===== src/rtl/reg_file_rename.sv =====
// Architectural register file with per-register rename labels.
// Issue maps rd to a ROB label; commit writes data and retires the label.
module reg_file_rename #(
  parameter int ROB_ID_WIDTH = 3,
  parameter int REG_WIDTH    = 5,
  parameter int VAL_WIDTH    = 32
) (
  input  logic                  clk,
  input  logic                  rst_in,
  input  logic                  rdy_in,
  input  logic                  flush_in,
  input  logic                  issue_en,
  input  logic [REG_WIDTH-1:0]  issue_rd,
  input  logic [ROB_ID_WIDTH:0] issue_lab,
  input  logic [REG_WIDTH-1:0]  rs1,
  input  logic [REG_WIDTH-1:0]  rs2,
  input  logic                  commit_en,
  input  logic [REG_WIDTH-1:0]  commit_rd,
  input  logic [VAL_WIDTH-1:0]  commit_res,
  input  logic [ROB_ID_WIDTH:0] commit_lab,
  output logic [ROB_ID_WIDTH:0] rf_label1,
  output logic [ROB_ID_WIDTH:0] rf_label2,
  output logic [VAL_WIDTH-1:0]  rf_val1,
  output logic [VAL_WIDTH-1:0]  rf_val2
);

  localparam int NREG = 1 << REG_WIDTH;

  logic [VAL_WIDTH-1:0]  val_q [NREG];
  logic [ROB_ID_WIDTH:0] lab_q [NREG];

  logic commit_ok;
  logic issue_ok;
  logic clr_ok;

  assign commit_ok = rdy_in && commit_en
                   && (commit_rd != '0);
  assign issue_ok  = rdy_in && issue_en
                   && !flush_in
                   && (issue_rd != '0);
  assign clr_ok    = commit_ok
                   && (lab_q[commit_rd] == commit_lab);

  always_ff @(posedge clk or negedge rst_in) begin
    if (!rst_in) begin
      for (int i = 0; i < NREG; i++) begin
        val_q[i] <= '0;
        lab_q[i] <= '0;
      end
    end else if (rdy_in) begin
      if (commit_ok)
        val_q[commit_rd] <= commit_res;
      if (clr_ok)
        lab_q[commit_rd] <= '0;
      // issue is younger than commit, so its label wins
      if (issue_ok)
        lab_q[issue_rd] <= issue_lab;
      if (flush_in)
        for (int i = 0; i < NREG; i++)
          lab_q[i] <= '0;
    end
  end

  logic byp1;
  logic byp2;

  assign byp1 = rst_in && commit_en && !flush_in
              && (commit_rd == rs1)
              && (lab_q[rs1] == commit_lab);
  assign byp2 = rst_in && commit_en && !flush_in
              && (commit_rd == rs2)
              && (lab_q[rs2] == commit_lab);

  always_comb begin
    rf_label1 = '0;
    rf_val1   = '0;
    if (rs1 != '0) begin
      if (byp1) begin
        rf_val1 = commit_res;
      end else begin
        rf_label1 = lab_q[rs1];
        rf_val1   = val_q[rs1];
      end
    end
  end

  always_comb begin
    rf_label2 = '0;
    rf_val2   = '0;
    if (rs2 != '0) begin
      if (byp2) begin
        rf_val2 = commit_res;
      end else begin
        rf_label2 = lab_q[rs2];
        rf_val2   = val_q[rs2];
      end
    end
  end

endmodule


===== config.mk =====
export PLATFORM = sky130hd
export DESIGN_NAME = reg_file_rename
export DESIGN_NICKNAME = d
export VERILOG_FILES = /design/src/rtl/reg_file_rename.sv
export SDC_FILE = /design/constraint.sdc
export NUM_CORES = 2
export LEC_CHECK = 0
export BUFFER_PORTS_ARGS = -buffer_cell sky130_fd_sc_hd__buf_2
export CORE_MARGIN = 1
export CORE_UTILIZATION = 35
export CTS_CLUSTER_SIZE = 16
export DETAILED_ROUTE_END_ITERATION = 10
export GPL_TIMING_DRIVEN = 0
export REMOVE_ABC_BUFFERS = 1
export SLEW_MARGIN = 10
export SYNTH_ARGS = -nofsm -noshare
export SYNTH_HDL_FRONTEND = slang
export SYNTH_SLANG_ARGS = --single-unit

===== constraint.sdc =====
create_clock -name clk -period 4.9 [get_ports clk]
set_input_delay 0.98 -clock clk [delete_from_list [all_inputs] [get_ports clk]]
set_output_delay 0.98 -clock clk [all_outputs]
set_load 0.1 [all_outputs]

Word level (Yosys, flattened, before mapping). Index checks and enable logic that the tools add are counted.

Register bits: 1152. Output and inout port bits: 72. Logic and storage cells: 136.

Magnitude comparators: 6. Equality and inequality tests: 5. Muxes and demuxes: 35. Bitwise operators: 6. Reduce and logical (&&, ||, !) cells: 20.

Operators by type and width (number): bitwise mux 1024 bit (1); two-way mux 128 bit (4); binary-select mux 32 bit (select 5 bit) (2); two-way mux 32 bit (9); demux 32 bit (select 5 bit) (1); bitwise AND 128 bit (1); bitwise mux 128 bit (1); NOT 128 bit (1); binary-select mux 4 bit (select 5 bit) (3); two-way mux 4 bit (12); demux 4 bit (select 5 bit) (2); >= comparator 6 bit (second input constant) (4); NOT 5 -> 6 bit (4); nonzero test 5 bit (4); logical AND 1 bit (14); == test 4 bit (3); less-than comparator 6 x 1 -> 1 bit (second input constant) (2); == test 5 bit (2); AND reduction 2 bit (1); zero test 1 bit (1).

Depth between registers and ports, before layout.
Depth after elaboration: 12. Gate-level depth with buffers: 14.

Worst setup path before layout. No wires, ideal clock.

Path type: in2out. From: in rs2[3]. To: out rf_val2[11]. Data arrival time: 4662 ps. Required time: 3920 ps. Slack: -742 ps. Cell stages on the path: 11. Path buffers: 4. Cells stage by stage: clkbuf_1 > clkbuf_1 > mux4_2 > o2111ai_1 > nand4_1 > xnor2_1 > nand4_1 > or3_1 > clkbuf_1 > clkbuf_1 > a21oi_1.

Cells in the longest elaborated chain, start to end: 8. Elaborated cells between the ends (all ways): 14.

RTL lines: start, declared (line 16) `input logic [REG_WIDTH-1:0] rs2,`; NOT 5 -> 6 bit (not written as such) (line 72, 95); binary-select mux 4 bit (select 5 bit) (line 72) `&& (lab_q[rs2] == commit_lab);`; two-way mux 4 bit (not written as such) (2 in a row) (line 72); == test 4 bit (line 72); logical AND 1 bit (line 72); two-way mux 32 bit (line 91) `if (byp2) begin`; two-way mux 32 bit (*) (line 90) `if (rs2 != '0) begin`; end, declared (line 24) `output logic [VAL_WIDTH-1:0] rf_val2`.

Mark *: on every way between the ends. The rest lies on a longest branch, timed or not. The select of a mux whose other input is x is not followed.

Final worst setup path.
From: in rs2[0]. To: out rf_val2[28].

The elaborated chain is that of the path after synthesis.

==> summary.md <==
| Metric | Value |
|---|---|
| Max frequency | about 0.19 GHz |
| Crit path max-delay family | buffers and inverters |
| CTS sink count | ~1200 |
| Crit path max-delay cell type | or3_4 |
| Drt initial violations | approximately 4700 |
| P per Cell Area | roughly 370 nW/um^2 |
| Hold Vio Cnt, Final | 0 |
| Worst EP required | 3.92 ns |
| Max Cap Violations | 0 |
| Seq/Total Area, Yosys | between 40 and 50% |
| Core area | ~180000 um^2 |
| Post-DP HPWL | roughly 120000 um |
| Worst hold path type | in -> async |
| Total GRT Usage | roughly a quarter |
| Max Root-Sink Buffers | 3 |
| Total CTS buffers | around 130 |
| Area Overhead vs Synth | 19.55% |
| Share of power burned in combinational logic | between 20% and 30% |
| DP Worst Slack | -2.150 ns |
| RR Endpoint | lab_q[107] |
| Post-Syn Instances | between 4000 and 5000 |
| Max VDD drop | about 0.23 mV |
| WL/cell | roughly 33 um |
| Final ANT Viol Nets | 0 |
| Async set-reset flop share out of synthesis | 100.0% |
| Crit Path Category | in -> out |
| Synth unique cells | between 50 and 60 |
| CTS tree | yes |
| Top sig layer | met5 |
| Worst skew pair latency | 0.77 ns |
| Static leakage | ~34 nW |
| Antenna violations before repair | 14 |
| Adder-Cell Fraction of Synth Area | 0% |
| Die Span Y | approximately 430 um |
| RePlAce Congestion | about 0.91 |
| Met2 routed WL | 101200 um |
| Utilization after layout | 42.21% |
| Switching share of power | 29.22% |
| Clock Pin Slew Worst Setup and Hold Paths | ~0.060 ns |
| Layout cells sized above 1 | 55.11% |
| Mux share of post-synthesis cell area | between 40% and 50% |
| H-tree levels | 4 |
| Setup crit start kind | input port |
| Nature of the critical path endpoint | output pin |
| Slew headroom | around a fifth |
| Layout Skew | between 0.02 and 0.03 ns |
| Setup ws final | -0.3103 ns |
| CP max stage delay | ~0.53 ns |
| Pin count of the biggest net entering global routing | between 150 and 200 |
| Starting Density | 35.31% |
| Met3 routed WL | 20710 um |
| Port-buffer cells | ~140 |
| DRT met1 WL | between 80000 and 90000 um |
| Global-route wire length before repair | ~320000 um |
| Die Area | ~180000 um^2 |
| Reg-to-Reg Start | lab_q[34] |
| Total number of vias | between 40000 and 50000 |
| Fin crit share | 106.3% |
| Synthesized flop and latch total | approximately 1200 |
| Synth Area in Compound Gates | around 4.5% |
| Largest family of logic cells by synthesized area | multiplexers |
| Vias in the first global route | ~44000 |
| Critical Path Fanout Max | 14 |
| DRT Pass-1 Iters | 8 |
| Final setup viols | 66 |
| Buffers & Inverters on Critical Path | 7 |
| Final cell count without fillers | just under 7000 |
| Failing checks | setup timing |
| Ports | approximately 140 |
| Worst path cell trace | buf_16 > bufbuf_16 > inv_1 > nor2_1 > a22oi_1 > o2111ai_2 > nand4_1 > buf_4 > xor2_4 > buf_16 > or3_4 > buf_16 > a21oi_4 > buf_12 |
| Tmin final | 5.210 ns |
| Hold buffers post-CTS | 0 |
| Clk root buf | clkbuf_16 |
| Slew Viols, Final | 0 |
| Via-per-instance ratio | roughly 6.3 |
| Syn avg cell area | between 10 and 15 um^2 |
| Reg2reg path depth | 8 |
| RSZ-0062 raised after global routing | true |
| Slew @ Worst Pin | around 1.2 ns |
| Chip Width | roughly 430 um |
| Net Sw Power | between 8 and 9 mW |
| Crit path top cell by count | buf_16 |
| Synthesized cell area | 63950 um^2 |
| Dpl cells | 6401 |
| Fin nets | 4329 |
| Row Count | between 150 and 200 |
| Drt total wl | roughly 220000 um |
| Xor and xnor area share after synthesis | 0.3013% |
| Outcome | complete, but fails checks |
| Reg power frac | between 40% and 50% |
| WP data arrival | 4.23 ns |
| Gr ovfl total | 0 |
| Number of enable flip-flop cells after synthesis | 0 |
| Clk network pwr share | between 30% and 40% |
| Reg2reg setup slack | ~1.4 ns |
| Final Power | ~28 mW |
| Synth Flop Type | dfrtp_1 |
| Remaining routing DRC violations | 0 |
| Yosys warnings | 0 |
| Internal Power | 19.98 mW |
| Simple-Gate Fraction of Synth Area | about 2.8% |
==> cell usage after synthesis, types with 10 or more instances <==
| cell | number | share of area, % |
|---|---|---|
| o41ai_1 | 32 | 0.44 |
| o21ai_0 | 117 | 0.92 |
| buf_1 | 85 | 0.50 |
| a32oi_1 | 112 | 1.5 |
| mux2i_1 | 109 | 1.7 |
| nand3_1 | 15 | 0.12 |
| mux2_2 | 963 | 17 |
| clkbuf_1 | 342 | 2.0 |
| a21oi_1 | 35 | 0.27 |
| o211a_1 | 32 | 0.50 |
| nor2_1 | 49 | 0.29 |
| o21ai_1 | 29 | 0.23 |
| nand2_1 | 285 | 1.7 |
| dfrtp_1 | 1152 | 45 |
| a22oi_1 | 15 | 0.18 |
| buf_6 | 11 | 0.19 |
| xor2_1 | 12 | 0.16 |
| buf_2 | 35 | 0.27 |
| mux4_2 | 726 | 26 |
| xnor2_1 | 10 | 0.14 |
==> metal layers <==
metal  up-vias  GRT usage [%]
met4        18          11.81
met3       630          6.812
met2      2171          36.34
met5         -         0.2342
met1     23030          31.56
li1      16860              -
==> how the worst max path moves through the flow <==
stage	from	endpoint	slack, ns	depth (start not counted)
floorplan	rs1[4]	rf_label1[0]	-3.62	8
global placement	rst_in	rf_val2[26]	-26.25	7
detailed placement	rs2[0]	rf_val2[17]	-2.15	13
CTS	rs2[2]	rf_val2[7]	-0.26	13
global route	rs1[0]	rf_val1[0]	-0.37	15
finish	rs2[0]	rf_val2[28]	-0.31	14
==> final cells by class <==
cell class	instances	area, um^2
fillers	16090	104700
inverters	9	46.29
multi-input cells	2640	34550
well taps	2370	2965
diodes	5	12.51
clock buffers	197	3985
repair buffers	329	5796
flip-flops and latches	1152	28830
clock inverters	26	274.0
==> cell usage in the layout, fill, tap and decap left out, types with 6 or more instances in the layout <==
cell type / n
inv_1: 6
xnor2_1: 8
clkbuf_16: 141
buf_12: 90
xor2_1: 11
o41ai_2: 17
clkbuf_1: 28
clkbuf_8: 31
a21oi_4: 31
a32oi_1: 112
nand3_1: 8
dfrtp_1: 1152
nand2_4: 42
nand2_2: 11
bufbuf_16: 26
mux4_2: 726
o211a_4: 18
a32o_1: 8
mux2_2: 962
nand4_1: 8
buf_6: 30
clkinv_2: 18
o211a_1: 14
buf_8: 6
o21ai_1: 30
a22oi_1: 13
buf_4: 43
o41ai_1: 14
nand2_1: 230
buf_16: 74
nor2_1: 45
buf_2: 57
mux2i_1: 104
o21ai_0: 115
==> through the flow <==
step | area [um^2] | setup TNS, ns | hold slack, ns
CTS | 75660 | -8.393 | 0.1951
floorplan | 62020 | -169.31 | 0.3653
global placement | 65680 | - | 0.3763
finish | 76450 | -13.48 | 0.1226
detailed placement | 68220 | -112.74 | 0.3823
global route | 76440 | -15.91 | 0.1208
==> cells by family (layout without fill, tap and decap cells) <==
kind of cell,count (synthesis),after routing
other,0,5
AND/OR/NAND/NOR,416,416
AO/OA/AOI/OAI,404,404
multiplexers,1798,1798
XOR/XNOR,22,22
flip-flops,1152,1152
buffers and inverters,487,561
==> what timing repair did <==
action / in CTS / in global routing
endpoints found under the setup margin: 72 / 71
buffers inserted: 52 / 17
pin swaps: 15 / 17
cloned: 33 / 3
gates resized for setup: 401 / 133
==> registers in the layout, summed over array words and instances, names as in the netlist <==
signal  cells
val_q    1024
lab_q     128
==> power by group through the flow <==
stage	logic, mW	clock network (mW)	registers (mW)
CTS	6.47	10.1	11.6
finish	6.64	9.89	11.7
global route	6.96	10.4	11.8
floorplan	4.02	0	11.5
detailed placement	5.78	0	11.8
global placement	5.80	0	11.7
No activity file was read; power rests on OpenSTA's default activity.
